[config.mk]
export PLATFORM = sky130hd
export DESIGN_NAME = instruction_fetch_flat
export DESIGN_NICKNAME = d
export VERILOG_FILES = /design/src/rtl/instruction_fetch_if.sv /design/src/rtl/instruction_fetch.sv /design/src/flat_wrapper.sv
export SDC_FILE = /design/constraint.sdc
export NUM_CORES = 1
export LEC_CHECK = 0
export ABC_AREA = 1
export CORE_AREA = 2 2 49 69
export DETAILED_ROUTE_END_ITERATION = 7
export DIE_AREA = 0 0 51 71
export GPL_TIMING_DRIVEN = 0
export PLACE_DENSITY_LB_ADDON = 0.15
export RECOVER_POWER = 50
export SYNTH_ARGS = -nofsm -noshare
export SYNTH_HDL_FRONTEND = slang
export SYNTH_SLANG_ARGS = --single-unit
export TNS_END_PERCENT = 10
[constraint.sdc]
create_clock -name clk -period 1.5 [get_ports clk]
set_clock_uncertainty 0.1 [all_clocks]
set_input_delay 0.3 -clock clk [delete_from_list [all_inputs] [get_ports clk]]
set_output_delay 0.3 -clock clk [all_outputs]
set_load 0.01 [all_outputs]
[src/rtl/instruction_fetch_if.sv]
// Fetch-side bus: instruction memory address/data, execute-stage handshake,
// branch redirect and halt control.
interface instruction_fetch_if;
    logic [7:0] pc_address;
    logic [7:0] instr_in;
    logic [7:0] instr_out;
    logic       instr_valid;
    logic       instr_ready;
    logic       branch_valid;
    logic [7:0] branch_target;
    logic       halt;
    logic       halted;

    modport master (
        output pc_address,
        output instr_out,
        output instr_valid,
        output halted,
        input  instr_in,
        input  instr_ready,
        input  branch_valid,
        input  branch_target,
        input  halt
    );

    modport slave (
        input  pc_address,
        input  instr_out,
        input  instr_valid,
        input  halted,
        output instr_in,
        output instr_ready,
        output branch_valid,
        output branch_target,
        output halt
    );
endinterface

[src/rtl/instruction_fetch.sv]
// Fetch unit: registered PC into combinational instruction memory, captured
// instruction presented over valid/ready, with branch redirect and halt.
module instruction_fetch #(
    parameter logic [7:0] RESET_PC = 8'h00,
    parameter logic [7:0] PC_STEP  = 8'd2
) (
    input logic           clk,
    input logic           rst_n,
    instruction_fetch_if.master bus
);

    typedef enum logic [1:0] {
        IDLE  = 2'd0,
        FETCH = 2'd1,
        HOLD  = 2'd2
    } state_t;

    state_t     state, state_nxt;
    logic [7:0] pc, pc_nxt;
    logic [7:0] ir, ir_nxt;
    logic       vld, vld_nxt;
    logic       hlt, hlt_nxt;

    always_ff @(posedge clk or negedge rst_n) begin
        if (!rst_n) begin
            state <= IDLE;
            pc    <= RESET_PC;
            ir    <= 8'h00;
            vld   <= 1'b0;
            hlt   <= 1'b0;
        end else begin
            state <= state_nxt;
            pc    <= pc_nxt;
            ir    <= ir_nxt;
            vld   <= vld_nxt;
            hlt   <= hlt_nxt;
        end
    end

    // Branch outranks everything in both FETCH and HOLD; halt only gates capture.
    always_comb begin
        state_nxt = state;
        pc_nxt    = pc;
        ir_nxt    = ir;
        vld_nxt   = vld;
        hlt_nxt   = hlt;
        unique case (state)
            IDLE: begin
                state_nxt = FETCH;
            end
            FETCH: begin
                if (bus.branch_valid) begin
                    pc_nxt = bus.branch_target;
                end else if (bus.halt) begin
                    hlt_nxt = 1'b1;
                end else begin
                    ir_nxt    = bus.instr_in;
                    vld_nxt   = 1'b1;
                    hlt_nxt   = 1'b0;
                    state_nxt = HOLD;
                end
            end
            HOLD: begin
                if (bus.branch_valid) begin
                    pc_nxt    = bus.branch_target;
                    vld_nxt   = 1'b0;
                    state_nxt = FETCH;
                end else if (vld && bus.instr_ready) begin
                    pc_nxt    = pc + PC_STEP;
                    vld_nxt   = 1'b0;
                    state_nxt = FETCH;
                end
            end
            default: begin
                state_nxt = IDLE;
            end
        endcase
    end

    assign bus.pc_address  = pc;
    assign bus.instr_out   = ir;
    assign bus.instr_valid = vld;
    assign bus.halted      = hlt;

endmodule

[src/flat_wrapper.sv]
// flat-port wrapper written by rule: the top's interface ports become plain ports
module instruction_fetch_flat 
#(
    parameter logic [7:0] RESET_PC = 8'h00,
    parameter logic [7:0] PC_STEP  = 8'd2
)
  (clk, rst_n, bus_pc_address, bus_instr_out, bus_instr_valid, bus_halted, bus_instr_in, bus_instr_ready, bus_branch_valid, bus_branch_target, bus_halt);
  instruction_fetch_if bus_i ();
  input logic clk;
  input logic rst_n;
  output wire logic [$bits(bus_i.pc_address)-1:0] bus_pc_address;
  output wire logic [$bits(bus_i.instr_out)-1:0] bus_instr_out;
  output wire logic [$bits(bus_i.instr_valid)-1:0] bus_instr_valid;
  output wire logic [$bits(bus_i.halted)-1:0] bus_halted;
  input wire logic [$bits(bus_i.instr_in)-1:0] bus_instr_in;
  input wire logic [$bits(bus_i.instr_ready)-1:0] bus_instr_ready;
  input wire logic [$bits(bus_i.branch_valid)-1:0] bus_branch_valid;
  input wire logic [$bits(bus_i.branch_target)-1:0] bus_branch_target;
  input wire logic [$bits(bus_i.halt)-1:0] bus_halt;
  assign bus_pc_address = bus_i.pc_address;
  assign bus_instr_out = bus_i.instr_out;
  assign bus_instr_valid = bus_i.instr_valid;
  assign bus_halted = bus_i.halted;
  assign bus_i.instr_in = bus_instr_in;
  assign bus_i.instr_ready = bus_instr_ready;
  assign bus_i.branch_valid = bus_branch_valid;
  assign bus_i.branch_target = bus_branch_target;
  assign bus_i.halt = bus_halt;
  instruction_fetch #(.RESET_PC(RESET_PC), .PC_STEP(PC_STEP)) u_core (.clk(clk), .rst_n(rst_n), .bus(bus_i));
endmodule
==> flow_metrics.py, run 1 <==
metrics = {
    "layout": {
        "nets": 211,
        "fillers": 314,
        "antenna_cells": 0,
        "utilization_pct": 51.7,
        "areaGrowthSynthToFinish_pct": 49.0,
        "drive_gt1_share_pct": 12.8,
    },
    "pwr": {
        "vdd_ir_drop_max_mv": 0.818,
        "power_density_nw_per_um2": 1780,
        "leakage_nw": 0.823,
    },
    "clocking": {
        "numCtsBuffers": 3,
        "cts_tree": "done",
        "cts-htree-levels": 1,
        "ctsHoldBuffers": 0,
        "root_buffer": "clkbuf_8",
        "ctsLongestPathBuffers": 2,
        "clk_latency_ns": 0.26,
        "cts.sinks": 20,
        "path_clk_slew_ns": 0.07,
    },
    "routing": {
        "routed-wl-met3_um": 133,
        "wirelength_met1_mm": 1.05,
        "drcViolationCount": 0,
        "firstDrtPassIters": 4,
        "routed_wl_mm": 2.56,
        "route.antenna.remaining_nets": 0,
        "viasPerCell": 4.69,
        "dr_wl_met2_mm": 1.34,
        "drt_iter0_drc": 30,
        "wl_per_cell_um": 11.3,
        "vias": 1065,
        "top_layer_used": "met4",
    },
    "synthesis": {
        "synth_flop_cell": "dfrtp_1",
        "ys_seq_area_share_pct": 47.6,
        "synth-edff-count": 0,
        "synth-seq-cells": 20,
        "syn_area_um2": 1050,
        "yosysTopAreaCell": "dfrtp_1",
        "async_reset_ff_share_pct": 100,
        "syn_nets": 162,
        "yosysWarnings": 0,
        "synthCells": 140,
        "ys_types": 21,
        "yosys-top-cells-area": "dfrtp_1, nand2_1, nand3_1",
        "synth.top_cell.area_share_pct": 47.6,
        "avgSynthCellArea_um2": 7.51,
    },
    "grt": {
        "grt_pass1_wl_mm": 4.50,
        "grt_start_max_net_pins": 21,
        "antenna_found_initial": 0,
        "grt_pass1_vias": 1027,
        "grt_usage_pct": 16.0,
        "grt-ovfl-total": 0,
    },
    "floorplanning": {
        "ios": 39,
        "initial_core_util_pct": 34.7,
        "coreArea_um2": 3030,
        "die_y_um": 71,
        "std_cell_rows": 24,
        "fp.dieArea_um2": 3620,
        "die_x_um": 51,
    },
    "setup_path": {
        "startpoint_type": "register",
        "cp.arrival_ns": 1.43,
        "path_delay_family": "buffers and inverters",
        "critPathMaxFanout": 10,
        "crit_path_cell_trace": "inv_1 > nand2_2 > inv_1 > clkbuf_4 > nand2_2 > buf_4 > nand2_1 > nand2_1",
        "required_ns": 1.55,
        "slowest_delay_ns": 0.39,
        "critPathCaptureType": "register",
        "path_buf_inv": 4,
        "cp_slowest_cell": "dfrtp_1",
        "worstSetupPathType": "reg2reg",
        "ff2ff_setup_slack_ns": 0.12,
    },
    "placement": {
        "dp_slack_ns": -0.388,
        "dp_hpwl_mm": 1.90,
        "routabilityCongestion": 0.711,
        "port-buffer-count": 38,
    },
    "timing": {
        "holdWs_ns": 0.365,
        "worstMarginPinSlew_ns": 0.903,
        "layout_setup_ws_ns": 0.120,
        "grt_setup_unrepaired": "no",
        "max_clock_freq_mhz": 724,
        "finalHoldViolations": 0,
        "fin_crit_sh_pct": 92.0,
        "period_minus_slack_ns": 1.38,
        "setup_viol": 0,
        "maxSlewHeadroom_pct": 39.6,
        "maxSlewViolCount": 0,
    },
    "min_path": {
        "hold_class": "reg2reg",
    },
    "outcome": {
        "status": "completed",
    },
    "run": {
        "timing.max_cap.violations": 0,
    },
}
[per-layer routing]
layer / track usage [%] / up-vias
li1: - / 538
met1: 19.3 / 492
met2: 27.3 / 31
met3: 3.16 / 4
met4: 6.61 / 0
met5: 0 / -
[metrics by stage]
stage / area, um2 / power [mW] / setup TNS (ns) / cells
after floorplan: 1050 / 1.74 / 0 / 140
after global placement: 1480 / 2.41 / -5.96 / 217
after detailed placement: 1480 / 2.44 / -7.33 / 217
after CTS: 1570 / 2.81 / 0 / 227
after global routing: 1570 / 3.05 / 0 / 227
final: 1570 / 2.79 / 0 / 227
[worst paths after layout]
path,cells past startpoint,to,startpoint
worst min register to register,2,u_core.bus.instr_out[7],u_core.bus.instr_out[7]
worst min-delay path,2,u_core.bus.instr_out[7],u_core.bus.instr_out[7]
worst max-delay path,8,u_core.bus.instr_out[4],u_core.state[1]
min in group asynchronous,1,u_core.bus.instr_out[1],rst_n
worst max register to register,8,u_core.bus.instr_out[4],u_core.state[1]
max in group asynchronous,1,u_core.bus.pc_address[3],rst_n
[layout make-up]
type	instances	area [um2]	share of cell area (%)
Multi-Input combinational cell	104	490	31.3
Tap cell	39	48.8	3.12
Timing Repair Buffer	44	402	25.6
Sequential cell	20	503	32.1
Inverter	14	52.6	3.35
Buffer	2	15.0	0.958
Clock buffer	4	55.1	3.51
[cell usage after synthesis, types with 2 or more instances]
cell     count
nand3_1     16
dfrtp_1     20
nand2_2      2
or2_2        2
inv_1       13
nor2_1       7
nand4_1      2
nand2_1     59
o21ai_0      7
[repair_timing]
| item | in CTS | in global routing |
|---|---|---|
| setup buffers | 6 | 0 |
| pin swaps | 0 | 0 |
| endpoints found under the hold margin | 0 | 0 |
| endpoints found under the setup margin | 32 | 2 |
| gates resized for setup | 23 | 3 |
[power breakdown]
part	leakage (nW)	internal [mW]	switching (mW)	total [mW]
Combinational	0.553	0.650	0.795	1.44
Sequential	0.241	0.798	0.140	0.938
Clock	0.0288	0.234	0.172	0.405
Total	0.823	1.68	1.11	2.79
[worst register-to-register path, delay by kind of cell (launching register included)]
kind	cells	cell delay (ns)
buffers and inverters	4	0.54
DFF	1	0.39
and+or+nand+nor	4	0.26
[cell usage in the layout, fill, tap and decap left out, drive strengths merged]
cell type | Yosys | routed
nand2 | 61 | 61
dfrtp | 20 | 20
clkdlybuf4s50 | 0 | 19
dlygate4sd2 | 0 | 19
nand3 | 18 | 18
inv | 14 | 14
nor2 | 9 | 9
buf | 2 | 7
o21ai | 7 | 7
clkbuf | 0 | 5
nand4 | 2 | 2
or2 | 2 | 2
o21a | 1 | 1
xnor2 | 1 | 1
a21oi | 1 | 1
a31oi | 1 | 1
ha | 1 | 1
[sequential cells by signal, indices dropped and copies added (netlist names)]
register	flops
u_core.bus.halted	1
u_core.bus.instr_out	8
u_core.bus.instr_valid	1
u_core.bus.pc_address	8
u_core.state	2
[cells by family (layout without fill, tap and decap cells)]
logic type               Yosys count  in the layout  share of synthesized area [%]
XOR/XNOR                           1              1                          0.833
flip-flops                        20             20                           47.6
AND/OR/NAND/NOR                   92             92                           39.0
buffers and inverters             16             64                           6.19
AO/OA/AOI/OAI                     10             10                           5.12
adder cells (fa/ha/maj)            1              1                           1.19
(Power assumes the default switching activity.)
==> run 2: changes to the inputs <==
--- a/config.mk
+++ b/config.mk
@@ -12,6 +12,8 @@
 export GPL_TIMING_DRIVEN = 0
 export PLACE_DENSITY_LB_ADDON = 0.15
 export RECOVER_POWER = 50
+export SKIP_CTS_REPAIR_TIMING = 1
+export SLEW_MARGIN = 25
 export SYNTH_ARGS = -nofsm -noshare
 export SYNTH_HDL_FRONTEND = slang
 export SYNTH_SLANG_ARGS = --single-unit
==> flow_metrics.py, run 2 (synthesis results as in run 1) <==
metrics = {
    "layout": {
        "antenna_cells": 0,
        "areaGrowthSynthToFinish_pct": 54.5,
        "final_area_um2": 1620,
        "final_cells": 227,
        "layout_common_cells": "nand2_1, clkdlybuf4s50_1, nand3_1, dfrtp_1, inv_1",
        "layout_commonest_cell": "nand2_1",
        "drive_gt1_share_pct": 14.4,
        "utilization_pct": 53.5,
        "fillers": 301,
        "nets": 211,
    },
    "routing": {
        "wl_per_cell_um": 11.3,
        "wirelength_met1_mm": 1.06,
        "route.antenna.remaining_nets": 0,
        "drt_iter0_drc": 19,
        "viasPerCell": 4.71,
        "routed_wl_mm": 2.56,
        "dr_wl_met2_mm": 1.32,
        "firstDrtPassIters": 4,
        "drcViolationCount": 0,
        "vias": 1069,
        "routed-wl-met3_um": 136,
        "top_layer_used": "met4",
    },
    "setup_path": {
        "path_delay_family": "flip-flops",
        "cp_slowest_cell": "dfrtp_2",
        "startpoint_type": "register",
        "required_ns": 1.55,
        "cpMostUsedCell": "nand2_1",
        "cp.arrival_ns": 1.46,
        "critPathMaxFanout": 4,
        "crit_path_cell_trace": "buf_4 > ha_1 > nand3_2 > nor2_1 > nand2_1 > nand3_1 > nand2_1 > nand2_1",
        "path_buf_inv": 1,
        "worstSetupPathType": "reg2reg",
        "slowest_delay_ns": 0.42,
        "critPathCaptureType": "register",
    },
    "grt": {
        "grt_start_max_net_pins": 21,
        "grt_pass1_wl_mm": 4.34,
        "grt_usage_pct": 15.4,
        "grt-ovfl-total": 0,
        "antenna_found_initial": 0,
        "grt_pass1_vias": 994,
    },
    "floorplanning": {
        "die_y_um": 71,
        "fp.dieArea_um2": 3620,
        "ios": 39,
        "die_x_um": 51,
        "initial_core_util_pct": 34.7,
        "coreArea_um2": 3030,
        "std_cell_rows": 24,
    },
    "pwr": {
        "totalPowerFinal_mw": 2.88,
        "power_density_nw_per_um2": 1770,
        "leakage_nw": 0.919,
        "vdd_ir_drop_max_mv": 0.848,
    },
    "clocking": {
        "cts_tree": "done",
        "clk_latency_ns": 0.26,
        "numCtsBuffers": 3,
        "path_clk_slew_ns": 0.07,
        "root_buffer": "clkbuf_8",
        "ctsLongestPathBuffers": 2,
        "cts.sinks": 20,
        "cts-htree-levels": 1,
    },
    "timing": {
        "fin_crit_sh_pct": 94.0,
        "finalHoldViolations": 0,
        "period_minus_slack_ns": 1.41,
        "max_clock_freq_mhz": 709,
        "maxSlewViolCount": 0,
        "grt_setup_unrepaired": "no",
        "worstMarginPinSlew_ns": 0.494,
        "setup_viol": 0,
        "holdWs_ns": 0.369,
        "maxSlewHeadroom_pct": 67.0,
    },
    "placement": {
        "routabilityCongestion": 0.711,
        "dp_hpwl_mm": 1.90,
        "dpl-instance-area_um2": 1480,
        "port-buffer-count": 38,
        "dp_cells": 217,
    },
    "min_path": {
        "hold_class": "reg2reg",
    },
    "outcome": {
        "status": "completed",
    },
    "run": {
        "timing.max_cap.violations": 0,
    },
}
==> run 2: cell count changes in the layout (fill, tap and decap cells not counted), moves of 3 or more <==
cell             before  now
dfrtp_1              18   15
dlygate4sd2_1        19    0
dfrtp_2               2    5
dlymetal6s2s_1        0   12
clkdlybuf4s25_1       0    7
==> run 2: per-layer routing <==
layer / global-route usage [%] / vias up
li1: - / 536
met1: 18.8 / 495
met2: 26.6 / 32
met3: 2.74 / 6
met4: 6.01 / 0
met5: 0 / -
==> run 2: metrics by stage <==
| step | TNS (ns) | setup slack [ns] |
|---|---|---|
| 3_3_place_gp | -5.96 | -0.339 |
| 6_report | 0 | 0.0893 |
| 4_1_cts | -2.75 | -0.208 |
| 3_5_place_dp | -7.33 | -0.388 |
| 5_1_grt | 0 | 0.00624 |
| 2_1_floorplan | 0 | 0.189 |
==> run 2: worst paths after layout <==
check / from / to / slack [ns] / cells past startpoint
max in group asynchronous: rst_n / u_core.bus.pc_address[3] / 0.51 / 2
min in group asynchronous: rst_n / u_core.bus.instr_out[1] / 0.43 / 2
worst max register to register: u_core.bus.pc_address[1] / u_core.bus.pc_address[7] / 0.09 / 8
worst max-delay path: u_core.bus.pc_address[1] / u_core.bus.pc_address[7] / 0.09 / 8
worst min-delay path: u_core.bus.instr_out[7] / u_core.bus.instr_out[7] / 0.37 / 2
worst min register to register: u_core.bus.instr_out[7] / u_core.bus.instr_out[7] / 0.37 / 2
==> run 2: power by group <==
group          total [mW]  switching (mW)  internal [mW]
Sequential          0.989           0.182          0.807
Clock               0.405           0.172          0.234
Combinational        1.48           0.760          0.724
Total                2.88            1.11           1.76
==> run 2: layout make-up <==
cell class              count  area (um2)  area share (%)
repair buffers             44         453            27.9
plain buffers               2        15.0           0.924
inverters                  14        52.6            3.24
flip-flops and latches     20         507            31.2
multi-input cells         104         493            30.4
clock buffers               4        55.1            3.39
well taps                  39        48.8            3.00
==> run 2: tightest hold or removal path, stage by stage (launching register included) <==
cell     delay (ns)
dfrtp_1        0.34
nand2_1        0.05
nand2_1        0.04
==> run 3: changes to the inputs <==
--- a/config.mk
+++ b/config.mk
@@ -6,9 +6,11 @@
 export NUM_CORES = 1
 export LEC_CHECK = 0
 export ABC_AREA = 1
-export CORE_AREA = 2 2 49 69
+export CELL_PAD_IN_SITES_DETAIL_PLACEMENT = 1
+export CELL_PAD_IN_SITES_GLOBAL_PLACEMENT = 2
+export CORE_AREA = 2 2 51 101
 export DETAILED_ROUTE_END_ITERATION = 7
-export DIE_AREA = 0 0 51 71
+export DIE_AREA = 0 0 53 103
 export GPL_TIMING_DRIVEN = 0
 export PLACE_DENSITY_LB_ADDON = 0.15
 export RECOVER_POWER = 50
==> flow_metrics.py, run 3 (synthesis results as in run 1) <==
metrics = {
    "outcome": {
        "status": "completed",
    },
    "layout": {
        "antenna_cells": 0,
        "nets": 211,
        "drive_gt1_share_pct": 13.9,
        "layout_commonest_cell": "nand2_1",
        "areaGrowthSynthToFinish_pct": 56.1,
        "multiInputGateArea_um2": 493,
        "layout_common_cells": "nand2_1, clkdlybuf4s50_1, nand3_1, dlymetal6s2s_1, dfrtp_1",
        "fillers": 592,
        "register_area_um2": 507,
    },
    "placement": {
        "dp_slack_ns": -0.450,
        "port-buffer-count": 38,
        "routabilityCongestion": 0.722,
        "dp_hpwl_mm": 2.18,
    },
    "timing": {
        "max_clock_freq_mhz": 726,
        "setup_viol": 0,
        "period_minus_slack_ns": 1.38,
        "maxSlewViolCount": 0,
        "setup-tns-final_ns": 0,
        "layout_setup_ws_ns": 0.122,
        "finalHoldViolations": 0,
        "grt_setup_unrepaired": "yes",
        "worstMarginPinSlew_ns": 0.533,
        "holdWs_ns": 0.373,
        "fin_crit_sh_pct": 91.8,
        "maxSlewHeadroom_pct": 64.4,
    },
    "routing": {
        "route.antenna.remaining_nets": 0,
        "drcViolationCount": 0,
        "wl_per_cell_um": 12.4,
        "vias": 1079,
        "firstDrtPassIters": 4,
        "drt_iter0_drc": 6,
        "viasPerCell": 4.42,
        "routed_wl_mm": 3.02,
    },
    "setup_path": {
        "crit_start": "u_core.state[0]",
        "startpoint_type": "register",
        "worstSetupPathType": "reg2reg",
        "required_ns": 1.59,
        "cp.arrival_ns": 1.47,
        "r2r_start": "u_core.state[0]",
        "cpMostUsedCell": "nand2_1",
        "crit_path_cell_trace": "inv_1 > nand2_1 > nand2_1 > nand2_1 > nor2_4 > nand3_1 > nand2_1",
        "critPathMaxFanout": 5,
        "critPathCaptureType": "register",
        "slowest_delay_ns": 0.40,
        "cp_slowest_cell": "dfrtp_1",
    },
    "clocking": {
        "cts_tree": "done",
        "cts-htree-levels": 1,
        "cts.sinks": 20,
        "root_buffer": "clkbuf_8",
        "numCtsBuffers": 3,
        "path_clk_slew_ns": 0.07,
        "clk_latency_ns": 0.25,
        "ctsLongestPathBuffers": 2,
    },
    "floorplanning": {
        "initial_core_util_pct": 22.2,
        "die_y_um": 103,
        "coreArea_um2": 4730,
        "std_cell_rows": 36,
        "die_x_um": 53,
        "ios": 39,
        "fp.dieArea_um2": 5460,
    },
    "grt": {
        "antenna_found_initial": 0,
        "grt-ovfl-total": 0,
        "grtUsageMet2_pct": 18.9,
        "grt_use_met1_pct": 16.3,
        "grt_pass1_wl_mm": 5.02,
        "grt_usage_pct": 12.1,
        "busiest_layer": "met2",
        "grt_pass1_vias": 1080,
        "grt_start_max_net_pins": 21,
        "use_met3_pct": 1.88,
    },
    "min_path": {
        "hold_class": "reg2reg",
        "hp-start": "u_core.bus.instr_out[7]",
    },
    "pwr": {
        "leakage_nw": 0.937,
        "vdd_ir_drop_max_mv": 0.701,
        "power_density_nw_per_um2": 1700,
    },
    "run": {
        "timing.max_cap.violations": 0,
    },
}
[run 3: stage by stage]
step	util [%]	total power [mW]	instances	instance area [um2]
6_report	34.7	2.78	244	1640
5_1_grt	34.7	3.07	244	1640
4_1_cts	32.6	2.86	238	1540
3_5_place_dp	31.8	2.49	235	1500
3_3_place_gp	31.8	2.46	235	1500
2_1_floorplan	-	1.74	140	1050
[run 3: final cells by class]
class / count / share of cell area [%]
Buffer: 2 / 0.915
Clock buffer: 3 / 2.52
Tap cell: 57 / 4.35
Sequential cell: 20 / 30.9
Timing Repair Buffer: 44 / 28.1
Inverter: 14 / 3.20
Multi-Input combinational cell: 104 / 30.1
[run 3: critical path, delay by kind of cell (launching register included)]
kind	cells	cell delay (ns)
buf+inv	1	0.08
flops	1	0.40
simple gates	6	0.73
[run 3: where the power goes]
part,internal (mW),switching (mW)
clock,0.178,0.169
combinational,0.685,0.740
sequential,0.807,0.203
total,1.67,1.11
[run 3: final timing paths]
path,endpoint,slack [ns],cells past startpoint
min in group asynchronous,u_core.bus.instr_out[2],0.45,2
worst min-delay path,u_core.bus.instr_out[7],0.37,2
worst max register to register,u_core.bus.pc_address[4],0.12,7
worst max-delay path,u_core.bus.pc_address[4],0.12,7
max in group asynchronous,u_core.bus.pc_address[5],0.46,2
worst min register to register,u_core.bus.instr_out[7],0.37,2
[run 3: layer usage]
layer  vias up  wire (um)
li1        539          -
met5         -          0
met1       513       1350
met4         0         36
met2        25       1480
met3         2        155
